### config.mk
export PLATFORM = sky130hd
export DESIGN_NAME = pdm_tx
export DESIGN_NICKNAME = d
export VERILOG_FILES = /design/src/rtl/pdm_tx.sv
export SDC_FILE = /design/constraint.sdc
export NUM_CORES = 1
export LEC_CHECK = 0
export ABC_AREA = 1
export BUFFER_PORTS_ARGS = -buffer_cell sky130_fd_sc_hd__buf_2
export CAP_MARGIN = 20
export CORE_ASPECT_RATIO = 0.9
export CORE_MARGIN = 2
export CORE_UTILIZATION = 60
export CTS_CLUSTER_DIAMETER = 120
export CTS_CLUSTER_SIZE = 28
export DETAILED_ROUTE_END_ITERATION = 10
export PLACE_DENSITY_LB_ADDON = 0.12
export SLEW_MARGIN = 20
export SYNTH_ARGS = -nofsm -noshare
export SYNTH_HDL_FRONTEND = slang
export SYNTH_SLANG_ARGS = --single-unit
### constraint.sdc
create_clock -name clk -period 3.8 [get_ports clk]
set_clock_uncertainty 0.05 [all_clocks]
set_input_delay 0.57 -clock clk [delete_from_list [all_inputs] [get_ports clk]]
set_output_delay 0.57 -clock clk [all_outputs]
set_load 0.005 [all_outputs]
### src/rtl/pdm_tx.sv
// pdm_tx: first-order sigma-delta PDM transmitter with its own bit clock.
// Ports:
//   clk, rst_n          - system clock, async active-low reset
//   enable              - block enable; low holds everything cleared
//   clk_div             - PDM clock half-period minus one, in clk cycles
//   osr                 - PDM bits per PCM sample (0 behaves as 1)
//   pcm_i, pcm_valid_i  - signed PCM sample and its valid
//   pcm_ready_o         - holding register can accept a sample
//   pdm_clk_o, pdm_o    - PDM bit clock and data (data changes as clock falls)
//   underrun_o          - sticky: a sample period started with no sample
//   busy_o              - a sample has been accepted since enable rose
module pdm_tx #(
   parameter int unsigned WIDTH = 16,
   parameter int unsigned DIV_W = 8
) (
   input  logic             clk,
   input  logic             rst_n,
   input  logic             enable,
   input  logic [DIV_W-1:0] clk_div,
   input  logic [DIV_W-1:0] osr,
   input  logic [WIDTH-1:0] pcm_i,
   input  logic             pcm_valid_i,
   output logic             pcm_ready_o,
   output logic             pdm_clk_o,
   output logic             pdm_o,
   output logic             underrun_o,
   output logic             busy_o
);

   logic [DIV_W-1:0] div_cnt_q, div_cnt_d;
   logic [DIV_W-1:0] bit_cnt_q, bit_cnt_d;
   logic             pdm_clk_q, pdm_clk_d;
   logic             pdm_q, pdm_d;
   logic             ready_q, ready_d;
   logic             underrun_q, underrun_d;
   logic             armed_q, armed_d;
   logic             hold_full_q, hold_full_d;
   logic [WIDTH-1:0] acc_q, acc_d;
   logic [WIDTH-1:0] cur_q, cur_d;
   logic [WIDTH-1:0] hold_q, hold_d;

   logic             div_hit;
   logic             strobe;
   logic             xfer;
   logic [DIV_W-1:0] osr_m1;
   logic [WIDTH-1:0] u;
   logic [WIDTH:0]   sum;

   // >= keeps a live shrink of clk_div or osr from running past the terminal count
   assign div_hit = (div_cnt_q >= clk_div);
   assign strobe  = div_hit & pdm_clk_q;
   assign xfer    = pcm_valid_i & ready_q;
   assign osr_m1  = (osr == '0) ? '0 : osr - DIV_W'(1);

   // Next-state logic: divider, handshake, sample period and modulator
   always_comb begin
      div_cnt_d   = div_cnt_q;
      bit_cnt_d   = bit_cnt_q;
      pdm_clk_d   = pdm_clk_q;
      pdm_d       = pdm_q;
      ready_d     = ready_q;
      underrun_d  = underrun_q;
      armed_d     = armed_q;
      hold_full_d = hold_full_q;
      acc_d       = acc_q;
      cur_d       = cur_q;
      hold_d      = hold_q;
      u           = '0;
      sum         = '0;

      if (!enable) begin
         div_cnt_d   = '0;
         bit_cnt_d   = '0;
         pdm_clk_d   = 1'b0;
         pdm_d       = 1'b0;
         ready_d     = 1'b0;
         underrun_d  = 1'b0;
         armed_d     = 1'b0;
         hold_full_d = 1'b0;
         acc_d       = '0;
         cur_d       = '0;
         hold_d      = '0;
      end else begin
         if (div_hit) begin
            div_cnt_d = '0;
            pdm_clk_d = ~pdm_clk_q;
         end else begin
            div_cnt_d = div_cnt_q + DIV_W'(1);
         end

         // Acceptance needs ready_q, which is low whenever hold is full, so it
         // never coincides with the consuming strobe below.
         if (xfer) begin
            hold_d      = pcm_i;
            hold_full_d = 1'b1;
            armed_d     = 1'b1;
         end

         if (strobe) begin
            bit_cnt_d = (bit_cnt_q >= osr_m1) ? '0 : bit_cnt_q + DIV_W'(1);

            if (bit_cnt_q == '0) begin
               if (hold_full_q) begin
                  cur_d       = hold_q;
                  hold_full_d = 1'b0;
               end else begin
                  cur_d = '0;
                  if (armed_q) underrun_d = 1'b1;
               end
            end

            // Offset-binary via MSB flip; cur_d bypasses the freshly loaded sample
            u     = {~cur_d[WIDTH-1], cur_d[WIDTH-2:0]};
            sum   = {1'b0, acc_q} + {1'b0, u};
            pdm_d = sum[WIDTH];
            acc_d = sum[WIDTH-1:0];
         end

         // Follows hold_full_q one cycle late so ready rises a clock after consumption
         ready_d = ~hold_full_q & ~xfer;
      end
   end

   // State registers
   always_ff @(posedge clk or negedge rst_n) begin
      if (!rst_n) begin
         div_cnt_q   <= '0;
         bit_cnt_q   <= '0;
         pdm_clk_q   <= 1'b0;
         pdm_q       <= 1'b0;
         ready_q     <= 1'b0;
         underrun_q  <= 1'b0;
         armed_q     <= 1'b0;
         hold_full_q <= 1'b0;
         acc_q       <= '0;
         cur_q       <= '0;
         hold_q      <= '0;
      end else begin
         div_cnt_q   <= div_cnt_d;
         bit_cnt_q   <= bit_cnt_d;
         pdm_clk_q   <= pdm_clk_d;
         pdm_q       <= pdm_d;
         ready_q     <= ready_d;
         underrun_q  <= underrun_d;
         armed_q     <= armed_d;
         hold_full_q <= hold_full_d;
         acc_q       <= acc_d;
         cur_q       <= cur_d;
         hold_q      <= hold_d;
      end
   end

   assign pcm_ready_o = ready_q;
   assign pdm_clk_o   = pdm_clk_q;
   assign pdm_o       = pdm_q;
   assign underrun_o  = underrun_q;
   assign busy_o      = armed_q;

endmodule
# Word-level counts from Yosys, hierarchy flattened
# Index checks and enable logic that the tools add are counted.
# op_classes
addsub,4
n_lt_le_gt_ge,2
n_eq_ne,6
muxes,33
bitwise,7
n_reduce_logical,3
# op_table
operator,count
16-bit two-way mux,10
8-bit two-way mux,6
16-bit by 16-bit adder with 17-bit output,1
1-bit two-way mux,17
8-bit by 1-bit adder with 8-bit output (second input constant),2
8-bit >= comparator,2
8-bit logical NOT,2
2-bit by 1-bit != test with 1-bit output (second input constant),5
8-bit by 1-bit subtractor with 8-bit output (second input constant),1
1-bit NOT,4
4-bit AND reduction,1
1-bit AND,3
2-bit != test (second input constant),1
# totals
register_bits,70
input_bits,36
output_inout_bits,5

# Longest topological paths before layout
# Gate-level depths: netlist of the first run.
# depth
ltp_word,8
depth_mapped,20

# Least setup slack after synthesis of the first run
# Ideal clock, no wire load.
# synth_path
path_kind,register -> register
startpoint,register bit_cnt_q[0]
endpoint,register acc_q[12]
t_arrival_ns,2.405
required_ns,3.617
setup_slack_ns,1.212
stages_incl_launch_ff,20
n_path_buf,0
synth_period_minus_slack_ns,2.588
path_cell_list,dfrtp_1 -> inv_1 -> ha_1 -> nand2_1 -> nor3_4 -> nand2_4 -> nor2_8 -> nand2_1 -> nand2_1 -> ha_1 -> inv_1 -> fa_1 -> inv_1 -> nand3_1 -> nand3_1 -> nand2_1 -> nand3_1 -> nand2_1 -> nand2_1 -> o21ai_0
# synth_between
elab_chain_cells,7
# synth_lines
item,line,source
"start, declared",31,"logic [DIV_W-1:0] bit_cnt_q, bit_cnt_d;"
"start signal, assigned",140,bit_cnt_q <= bit_cnt_d;
8-bit logical NOT,102,if (bit_cnt_q == '0) begin
16-bit two-way mux,102,
16-bit two-way mux,99,if (strobe) begin
16-bit two-way mux,71,if (!enable) begin
16-bit by 16-bit adder with 17-bit output,114,"sum = {1'b0, acc_q} + {1'b0, u};"
16-bit two-way mux,99,
16-bit two-way mux,71,
"end signal, assigned",135,acc_q <= '0;
"end signal, assigned",147,acc_q <= acc_d;
"end, declared",38,"logic [WIDTH-1:0] acc_q, acc_d;"
# No other way between the ends. The select of a mux whose other input is x is not followed.
# A chain may end at the register's enable or synchronous reset.

# Final worst setup path of the first run
# Ends and elaborated chain as after synthesis.

==> results of run 1 <==
-- report_power, final --
group          switching, mW  total, mW  internal (mW)
sequential            0.0186      0.784          0.765
clock                  0.306      0.746          0.439
combinational          0.102      0.158         0.0561
-- cell usage after synthesis, drive strengths merged --
cell type	count
nand2	278
and2	3
and3	1
ha	36
nand3	89
a21o	1
o21ai	17
o21bai	1
xnor2	5
clkbuf	2
or2	1
buf	16
dfrtp	70
nor2	46
a211oi	1
inv	88
o21a	3
fa	1
xor2	7
nand4	4
nand3b	2
nor3	5
nor3b	1
a21boi	1
a21oi	14
-- final timing paths --
| check | endpoint | startpoint | cells after the start |
|---|---|---|---|
| worst max-delay path | acc_q[12] | bit_cnt_q[0] | 19 |
| worst min-delay path | acc_q[9] | rst_n | 1 |
| worst max register to register | acc_q[12] | bit_cnt_q[0] | 19 |
| worst min register to register | pcm_ready_o | hold_full_q | 1 |
| max in group asynchronous | div_cnt_q[1] | rst_n | 2 |
| min in group clk | pcm_ready_o | hold_full_q | 1 |
-- final cells by class --
| class | count | area (sq um) |
|---|---|---|
| clock inverters | 7 | 121.4 |
| repair buffers | 45 | 237.7 |
| multi-input cells | 517 | 2654 |
| well taps | 99 | 123.9 |
| flip-flops and latches | 70 | 1752 |
| inverters | 88 | 330.3 |
| clock buffers | 9 | 123.9 |
| fillers | 701 | 2609 |
-- through the flow --
step	cell area [sq um]	total power [mW]	hold WS, ps	setup slack [ps]
finish	5343	1.688	192.5	666.7
global route	5343	1.755	239.9	275.7
CTS	5343	1.707	199.2	682.0
detailed placement	5097	0.9580	373.2	689.1
global placement	5097	0.9505	368.2	824.8
floorplan	4852	0.8924	224.4	1212
-- logic make-up (layout without fill, tap and decap cells) --
group | count (synthesis) | count (layout) | synth area share [%]
buf+inv | 106 | 149 | 9.206
flops | 70 | 70 | 36.10
xor+xnor | 12 | 12 | 2.166
compound gates | 38 | 38 | 4.358
simple gates | 430 | 430 | 38.47
fa+ha+maj | 37 | 37 | 9.696
-- metal layers --
metal / wire length (um) / vias to the layer above / track usage, %
li1: - / 2258 / -
met1: 5037 / 2053 / 34.63
met2: 5342 / 104 / 44.35
met3: 499 / 18 / 3.362
met4: 220 / 0 / 9.963
met5: 0 / - / 0
-- state kept, by name, indices dropped and copies added (netlist names), 8 cells and up --
register	count
div_cnt_q	8
cur_q	16
bit_cnt_q	8
acc_q	16
hold_q	16
-- worst max-delay path, cell delays in order, from the launching register on --
cell,delay [ps]
dfrtp_1,410
inv_1,120
ha_1,160
nand2_1,80
nor3_4,160
nand2_4,180
nor2_8,310
nand2_1,90
nand2_1,90
ha_1,180
inv_1,60
fa_1,390
inv_1,110
nand3_1,70
nand3_1,150
nand2_1,100
nand3_1,90
nand2_1,60
nand2_1,60
o21ai_0,70
==> summary.md, run 1 <==
| Metric | Value |
|---|---|
| Worst-path clk slew | 90 ps |
| Total GRT Usage | between 20% and 30% |
| CTS tree | built |
| Seq/Total Area, Yosys | ~36% |
| Crit path DAT | 3300 ps |
| Pwr Density | approximately 320 nW/um^2 |
| Post-synthesis cell area | about 4900 sq um |
| Syn Area/Cell | about 7.0 sq um |
| Vias | roughly 4400 |
| Worst-Margin Slew | roughly 800 ps |
| CP Launch Type | flop |
| Syn_nets | 766 |
| Initial antenna violation count | 0 |
| Top fanout value on the critical path | 17 |
| Final setup viols | 0 |
| Slew margin rel. | a little under half |
| Outcome | completed |
| Fin crit share | roughly 82% |
| Finished Core Util | between 60% and 70% |
| CP Capture Type | flop |
| RSZ-0062 raised after global routing | false |
| Hold/Removal Path Class | primary input to async pin |
| Max cap viols | 0 |
| Most common cell after layout, fill and taps aside | nand2_1 |
| Post-Synthesis Cells | between 600 and 700 |
| CP Class | flop to flop |
| Layout cells sized above 1 | around an eighth |
| Finished Layout Cells | about 840 |
| R2R setup slack | between 600 and 700 ps |
| Final HPWL from detailed placement | just over 8000 um |
| Average wire per standard cell | roughly 13 um |
| Hold Buf Count CTS | 0 |
| DR pass1 iterations | 5 |
| Core box area | 7951 sq um |
| Largest net degree at the start of global routing | 45 |
| Clk sink count | 70 |
| Most frequent cells in the layout | nand2_1 (257), nand3_1 (88), inv_1 (85) |
| LEAKAGE | 3.151 nW |
| Die Ht | around 89 um |
| Initial cell density of the core | 61.02% |
| PortBufs | 40 |
| Iteration-0 DRC Markers | between 200 and 250 |
| Post-CTS setup buffer count | 0 |
| Detailed-route DRC error count | 0 |
| Ys Warns | 0 |
| Vias/cell | around 5.3 |
| Clock tree root buffer cell | clkbuf_8 |
| #FFs+latches synth | 70 |
| Row count | 31 |
| Share of the synthesized area in the top cell type | 36.10% |
| Vias in the first global route | a little under 4000 |
| Area growth syn-to-layout | 10.11% |
| F_max | 319.2 MHz |
| H-tree levels | 3 |
| Dominant cells by area after synthesis | dfrtp_1 (36%), nand2_1 (20%), ha_1 (9.3%), nand3_1 (9.1%), inv_1 (6.6%) |
| Final nets | 804 |
| Placer Congestion | between 0.8 and 0.9 |
| Max Transition Viols Final | 0 |
| Total die area | slightly below 9000 sq um |
| Num ports | 41 |
| Die X | 98.79 um |
| Antenna fix cells | 0 |
| Max Buffers Root-to-Sink | 2 |
| Final wirelength | ~11000 um |
| Yosys top cell by area | dfrtp_1 |
| Final hold violation count | 0 |
| TNS Setup | 0 ps |
| Post-CTS Resized | 0 |
| CTS Buf Count | 9 |
| First-pass GRT wire length | between 15000 and 20000 um |
| Fin crit period | 3133 ps |
| Synth unique cells | 36 |
| GRT Residual Overflow | 0 |
| Placed cells | roughly 820 |
| Max IR drop VDD | 185.7 uV |
| Detail Route Antenna Nets | 0 |
| Worst-skew pair later-pin latency | about 350 ps |
| CP Data Required Time | around 4000 ps |
Power figures use the tool's default switching activity.
==> run 2, diff against run 1 <==
- clock period: 3.8 -> 2.9 ns (I/O delays scaled with it)
==> run 2 against run 1 <==
  * Cell area increased by 2.2%
  * Sequential power rose by 31%
  * Core utilization grew 1.5 points
  * Count of clock-buffer cells in the layout stayed put
  * Global-route usage shrank 0.067 points
  * Sequential cell count unchanged
  * Sequential share of layout area fell by 0.70 points
  * Via count rose by 0.88%
  * Critical path type unchanged
  * Largest cell class unchanged
==> summary.md, run 2 (same netlist as run 1, synthesis figures left out) <==
| Metric | Value |
|---|---|
| Vias in the first global route | 3980 (+0.28%) |
| GRT Residual Overflow | 0 (unchanged) |
| Worst-Margin Slew | 690.5 ps (-110.5 ps) |
| H-tree levels | 3 (unchanged) |
| Final HPWL from detailed placement | 8099 um (-1.7%) |
| CP endpoint | acc_q[4] |
| Top fanout value on the critical path | 6 (-11) |
| Antenna fix cells | 0 (unchanged) |
| Max Transition Viols Final | 0 (unchanged) |
| Die Ht | 89.31 um (unchanged) |
| Outcome | completed |
| Area growth syn-to-layout | 12.58% |
| Initial cell density of the core | 61.02% (unchanged) |
| Max IR drop VDD | 236.7 uV (+27%) |
| FILL cells | 679 (-3.1%) |
| Slew margin rel. | 53.97% (+7.5 points) |
| CTS tree | built |
| Average wire per standard cell | 13.34 um (+0.33%) |
| Max incr delay on CP | 420 ps (about the same) |
| Fin crit period | 2785 ps (-348.6 ps) |
| Final nets | 813 (+1.1%) |
| Finished Layout Cells | 844 (+1.1%) |
| Tot Pwr | 2.159 mW (+28%) |
| CP Data Required Time | 3150 ps (-820 ps) |
| First-pass GRT wire length | 18170 um (-0.34%) |
| Reg-to-Reg End | acc_q[4] |
| Final setup viols | 0 (unchanged) |
| F_max | 359.1 MHz (+13%) |
| Hold/Removal Path Class | primary input to async pin |
| Final hold violation count | 0 (unchanged) |
| Placed cells | 822 (+0.37%) |
| Most frequent cells in the layout | nand2_1 (254), nand3_1 (87), inv_1 (83) |
| Layout cells sized above 1 | 15.44% (+3.1 points) |
| Iteration-0 DRC Markers | 179 (-20%) |
| CP startpoint | bit_cnt_q[0] |
| Worst-skew pair later-pin latency | 360 ps (about the same) |
| Total GRT Usage | 26.03% (-0.067 points) |
| Max cap viols | 0 (unchanged) |
| R2R setup slack | 120 ps (-550 ps) |
| Detailed-route DRC error count | 0 (unchanged) |
| Die X | 98.79 um (unchanged) |
| Worst path cell trace | inv_2 -> ha_1 -> nand2_1 -> nor3_4 -> nand2_4 -> nor2_8 -> nand2_1 -> nand2_1 -> ha_2 -> inv_1 -> fa_2 -> inv_2 -> nand3_1 -> nand3_2 -> buf_4 -> xor2_1 -> nand2_1 -> nand2_1 |
| CP Launch Type | flop |
| Final wirelength | 11260 um (+1.4%) |
| Detail Route Antenna Nets | 0 (unchanged) |
| Top Registers | acc_q x16, cur_q x16, hold_q x16 |
| Most Frequent Cell on Critical Path | nand2_1 |
| Row count | 31 (unchanged) |
| Area of the multi-input gates | 2699 sq um (+1.7%) |
| DR pass1 iterations | 5 (unchanged) |
| Worst-path clk slew | 80 ps (about the same) |
| Pwr Density | 395.3 nW/um^2 (+25%) |
| Fin crit share | 96.02% (+14 points) |
| Register area | 1753 sq um (about the same) |
| Most common cell after layout, fill and taps aside | nand2_1 |
| Num ports | 41 (unchanged) |
| Reg2reg start | bit_cnt_q[0] |
| CP Class | flop to flop |
| Largest net degree at the start of global routing | 43 (-4.4%) |
| Clock tree root buffer cell | clkbuf_8 |
| Register-to-Register Path Depth | 18 (-1) |
| Hold Buf Count CTS | 0 (unchanged) |
| Initial antenna violation count | 0 (unchanged) |
| Crit path DAT | 3030 ps (-270 ps) |
| CP Capture Type | flop |
| Critical-path top delay cell | dfrtp_1 |
| PortBufs | 40 (unchanged) |
| Vias | 4472 (+0.88%) |
| CTS Buf Count | 9 (unchanged) |
| Total die area | 8823 sq um (unchanged) |
| LEAKAGE | 3.192 nW (+1.3%) |
| Clk sink count | 70 (unchanged) |
| Core box area | 7951 sq um (unchanged) |
| Placer Congestion | 0.8904 (about the same) |
| Max Buffers Root-to-Sink | 2 (unchanged) |
| TNS Setup | 0 ps (unchanged) |
| Vias/cell | 5.299 (-0.20%) |
==> run 2: cell types whose count changed in the layout (fill, tap and decap cells not counted), moves of 3 or more <==
cell	change
buf_4	+7
nand2_2	+3
inv_6	+3
ha_1	-3
nand2_1	-3
==> run 2: stage by stage <==
step / utilization [%] / area (sq um) / hold WS [ps] / worst slack, ps
floorplan: - / 4852 / 89.41 / 311.5
global placement: 64.55 / 5132 / 366.5 / 158.3
detailed placement: 64.55 / 5132 / 373.2 / 6.930
CTS: 67.40 / 5359 / 77.24 / 56.14
global route: 68.70 / 5463 / 103.5 / -24.40
finish: 68.70 / 5463 / 59.57 / 115.3
==> run 2: cell type report <==
class | instances | area share (%)
Clock buffer | 9 | 2.268
Inverter | 88 | 6.047
Multi-Input combinational cell | 517 | 49.40
Clock inverter | 7 | 1.878
Tap cell | 99 | 2.268
Sequential cell | 70 | 32.09
Timing Repair Buffer | 54 | 6.047
==> run 2: worst max-delay path: cells and delay by family, from the launching register on <==
kind | cells | cell delay [ps]
AND/OR/NAND/NOR | 10 | 1050
adder cells (fa/ha/maj) | 3 | 710
flip-flops | 1 | 420
buffers and inverters | 4 | 350
XOR/XNOR | 1 | 150
==> run 2: worst min path at each step <==
stage	start	end	slack, ps	cells past startpoint
4_1_cts	rst_n	acc_q[11]	80	1
5_1_grt	rst_n	acc_q[11]	100	1
6_report	rst_n	acc_q[11]	60	1
2_1_floorplan	rst_n	acc_q[0]	90	0
3_3_place_gp	hold_full_q	pcm_ready_o	370	1
3_5_place_dp	hold_full_q	pcm_ready_o	370	1
==> run 2: timing repair <==
action,in CTS,in global routing
setup endpoints to repair,0,12
resized for setup,0,18
setup buffers,0,6
==> run 2: metal layers <==
metal | wire length [um] | global-route usage [%] | share of wire (%) | up-vias
li1 | - | - | - | 2273
met1 | 4996 | 33.45 | 44 | 2055
met2 | 5469 | 44.78 | 49 | 128
met3 | 570 | 5.551 | 5.1 | 16
met4 | 221 | 8.095 | 2.0 | 0
met5 | 0 | 0 | 0 | -
==> run 2: report_power, final <==
group	total [mW]	internal [mW]	switching, mW
clock network	0.918	0.496	0.421
registers	1.03	1.00	0.0226
logic	0.216	0.0803	0.136
total	2.16	1.58	0.580
==> run 3, diff against run 2 <==
- BUFFER_PORTS_ARGS: -buffer_cell sky130_fd_sc_hd__buf_2 -> not set
- DONT_BUFFER_PORTS: not set -> 1
==> run 3 against run 2 <==
  * Sequential power about the same
  * Critical path depth grew 2
  * Register-to-register slack better by 30 ps
  * Sequential share of layout area rose by 1.3 points
  * Worst hold slack better by 110 ps
  * Combinational power fell by 18%
  * Routed wire length is 2.5% lower
  * Total power fell by 7.1%
  * Global-route usage shrank 0.94 points
  * Worst setup slack better by 27 ps
  * Critical path type unchanged
==> summary.md, run 3 (same netlist as run 1, synthesis figures left out) <==
| Metric | Value |
|---|---|
| CTS tree | built |
| Hold_ws | 169.3 ps (+109.7 ps) |
| Met1 GRT Util | 31.55% (-1.9 points) |
| Sequential group share of total power | 51.1% (+3.6 points) |
| Average wire per standard cell | 13.65 um (+2.4%) |
| Final HPWL from detailed placement | 7940 um (-2.0%) |
| DR pass1 iterations | 5 (unchanged) |
| Most common cell after layout, fill and taps aside | nand2_1 |
| Worst-Margin Slew | 567.9 ps (-122.6 ps) |
| Die Ht | 89.31 um (unchanged) |
| Top fanout value on the critical path | 7 (+1) |
| Iteration-0 DRC Markers | 201 (+12%) |
| Clock tree root buffer cell | clkbuf_8 |
| Area growth syn-to-layout | 8.020% |
| Final wirelength | 10980 um (-2.5%) |
| Worst-path clk slew | 80 ps (about the same) |
| Max Transition Viols Final | 0 (unchanged) |
| Initial cell density of the core | 61.02% (unchanged) |
| Total GRT Usage | 25.09% (-0.94 points) |
| CTS Buf Count | 9 (unchanged) |
| Final nets | 773 (-4.9%) |
| Final hold violation count | 0 (unchanged) |
| Max IR drop VDD | 293.8 uV (+24%) |
| Most used routing layer | met2 |
| Antenna fix cells | 0 (unchanged) |
| CP Data Required Time | 3150 ps (about the same) |
| Initial antenna violation count | 0 (unchanged) |
| Die X | 98.79 um (unchanged) |
| Sw frac | 26.84% (about the same) |
| Finished Layout Cells | 804 (-4.7%) |
| Met3 usage | 5.082% (-0.47 points) |
| Worst Hold Path Cells | 2 |
| Placed cells | 780 (-5.1%) |
| Row count | 31 (unchanged) |
| Detail Route Antenna Nets | 0 (unchanged) |
| Vias in the first global route | 3923 (-1.4%) |
| RSZ-0062 raised after global routing | true |
| Max Buffers Root-to-Sink | 2 (unchanged) |
| Final setup viols | 0 (unchanged) |
| First-pass GRT wire length | 17490 um (-3.7%) |
| Num ports | 41 (unchanged) |
| FILL cells | 716 (+5.4%) |
| Fin worst setup slack | 142.0 ps (+26.67 ps) |
| Sw power | 0.5384 mW (-7.2%) |
| Core box area | 7951 sq um (unchanged) |
| Outcome | completed |
| Clk sink count | 70 (unchanged) |
| Crit path DAT | 3000 ps (-30 ps) |
| Most frequent cells in the layout | nand2_1 (254), nand3_1 (87), inv_1 (84) |
| Dpl ws | 34.63 ps (+27.70 ps) |
| Detailed-route DRC error count | 0 (unchanged) |
| LEAKAGE | 3.010 nW (-5.7%) |
| GRT Residual Overflow | 0 (unchanged) |
| Max cap viols | 0 (unchanged) |
| Cell Int Power | 1.468 mW (-7.1%) |
| Grt met2 use | 43.18% (-1.6 points) |
| Pwr Density | 382.7 nW/um^2 (-3.2%) |
| Finished Core Util | 65.92% (-2.8 points) |
| Largest net degree at the start of global routing | 71 (+65%) |
| CP Capture Type | flop |
| Clock share of power | 40.0% (-2.5 points) |
| F_max | 362.6 MHz (+0.97%) |
| Vias | 4281 (-4.3%) |
| Register-to-Register Path Depth | 20 (+2) |
| CP Launch Type | flop |
| Top Registers | acc_q x16, cur_q x16, hold_q x16 |
| Fin crit period | 2758 ps (-26.67 ps) |
| CP Class | flop to flop |
| Combinational power share | 8.8% (-1.2 points) |
| Worst-skew pair later-pin latency | 350 ps (about the same) |
| PortBufs | 0 (-100%) |
| Placer Congestion | 0.9285 (+4.3%) |
| Hold/Removal Path Class | primary input to flop |
| Total die area | 8823 sq um (unchanged) |
| H-tree levels | 3 (unchanged) |
| Slew margin rel. | 62.05% (+8.1 points) |
| Fin crit share | 95.10% (-0.92 points) |
| Vias/cell | 5.325 (+0.49%) |
| Layout cells sized above 1 | 10.64% (-4.8 points) |
run 3: worst paths after layout:
path	from	to	slack [ps]
worst max-delay path	bit_cnt_q[0]	pdm_o	140
worst min register to register	hold_full_q	pcm_ready_o	380
max in group asynchronous	rst_n	hold_q[4]	1940
min in group asynchronous	rst_n	acc_q[15]	550
worst min-delay path	pcm_i[9]	hold_q[9]	170
worst max register to register	bit_cnt_q[0]	pdm_o	140
run 3: power groups by stage:
| stage | Clock, mW | Combinational [mW] | Sequential (mW) |
|---|---|---|---|
| final | 0.803 | 0.177 | 1.03 |
| after global routing | 0.855 | 0.205 | 1.03 |
| after CTS | 0.824 | 0.173 | 1.03 |
| after detailed placement | 0 | 0.147 | 1.04 |
| after global placement | 0 | 0.140 | 1.05 |
| after floorplan | 0 | 0.132 | 1.04 |
run 3: final cells by class:
class	count	area, sq um	share of cell area (%)
flip-flops and latches	70	1752	33.42
inverters	88	330.3	6.302
well taps	99	123.9	2.363
clock inverters	7	73.82	1.408
repair buffers	14	131.4	2.507
multi-input cells	517	2706	51.64
clock buffers	9	123.9	2.363
run 3: timing repair:
item,in CTS,in global routing
gates resized for setup,0,18
setup buffers,0,6
endpoints found under the setup margin,0,8
hold buffers,2,0
hold endpoints to repair,70,0
run 3: routing by layer:
metal | up-vias | share of wire, %
met1 | 1966 | 44
met3 | 22 | 5.5
met5 | - | 0
met4 | 0 | 2.1
li1 | 2186 | -
met2 | 107 | 49
run 3: worst max-delay path: stages, from the launching register on:
cell and delay (ps):
dfrtp_1 390, inv_1 100, ha_1 150, nand2_1 80, nor3_4 210, nand2_4 100, nor2_8 160, nand2_1 60
nand2_1 80, ha_2 180, inv_1 50, fa_2 360, inv_2 80, nand3_1 90, nand3_2 120, nand2_1 100
nand3_1 100, nand2_1 60, nand2_1 50, nand2_1 50, nand2_1 70
run 3: stage by stage:
step | cell area, sq um | total power [mW] | setup TNS [ps]
3_5_place_dp | 4905 | 1.191 | 0
3_3_place_gp | 4905 | 1.186 | 0
5_1_grt | 5241 | 2.089 | -131.3
2_1_floorplan | 4852 | 1.169 | 0
4_1_cts | 5140 | 2.023 | 0
6_report | 5241 | 2.006 | 0
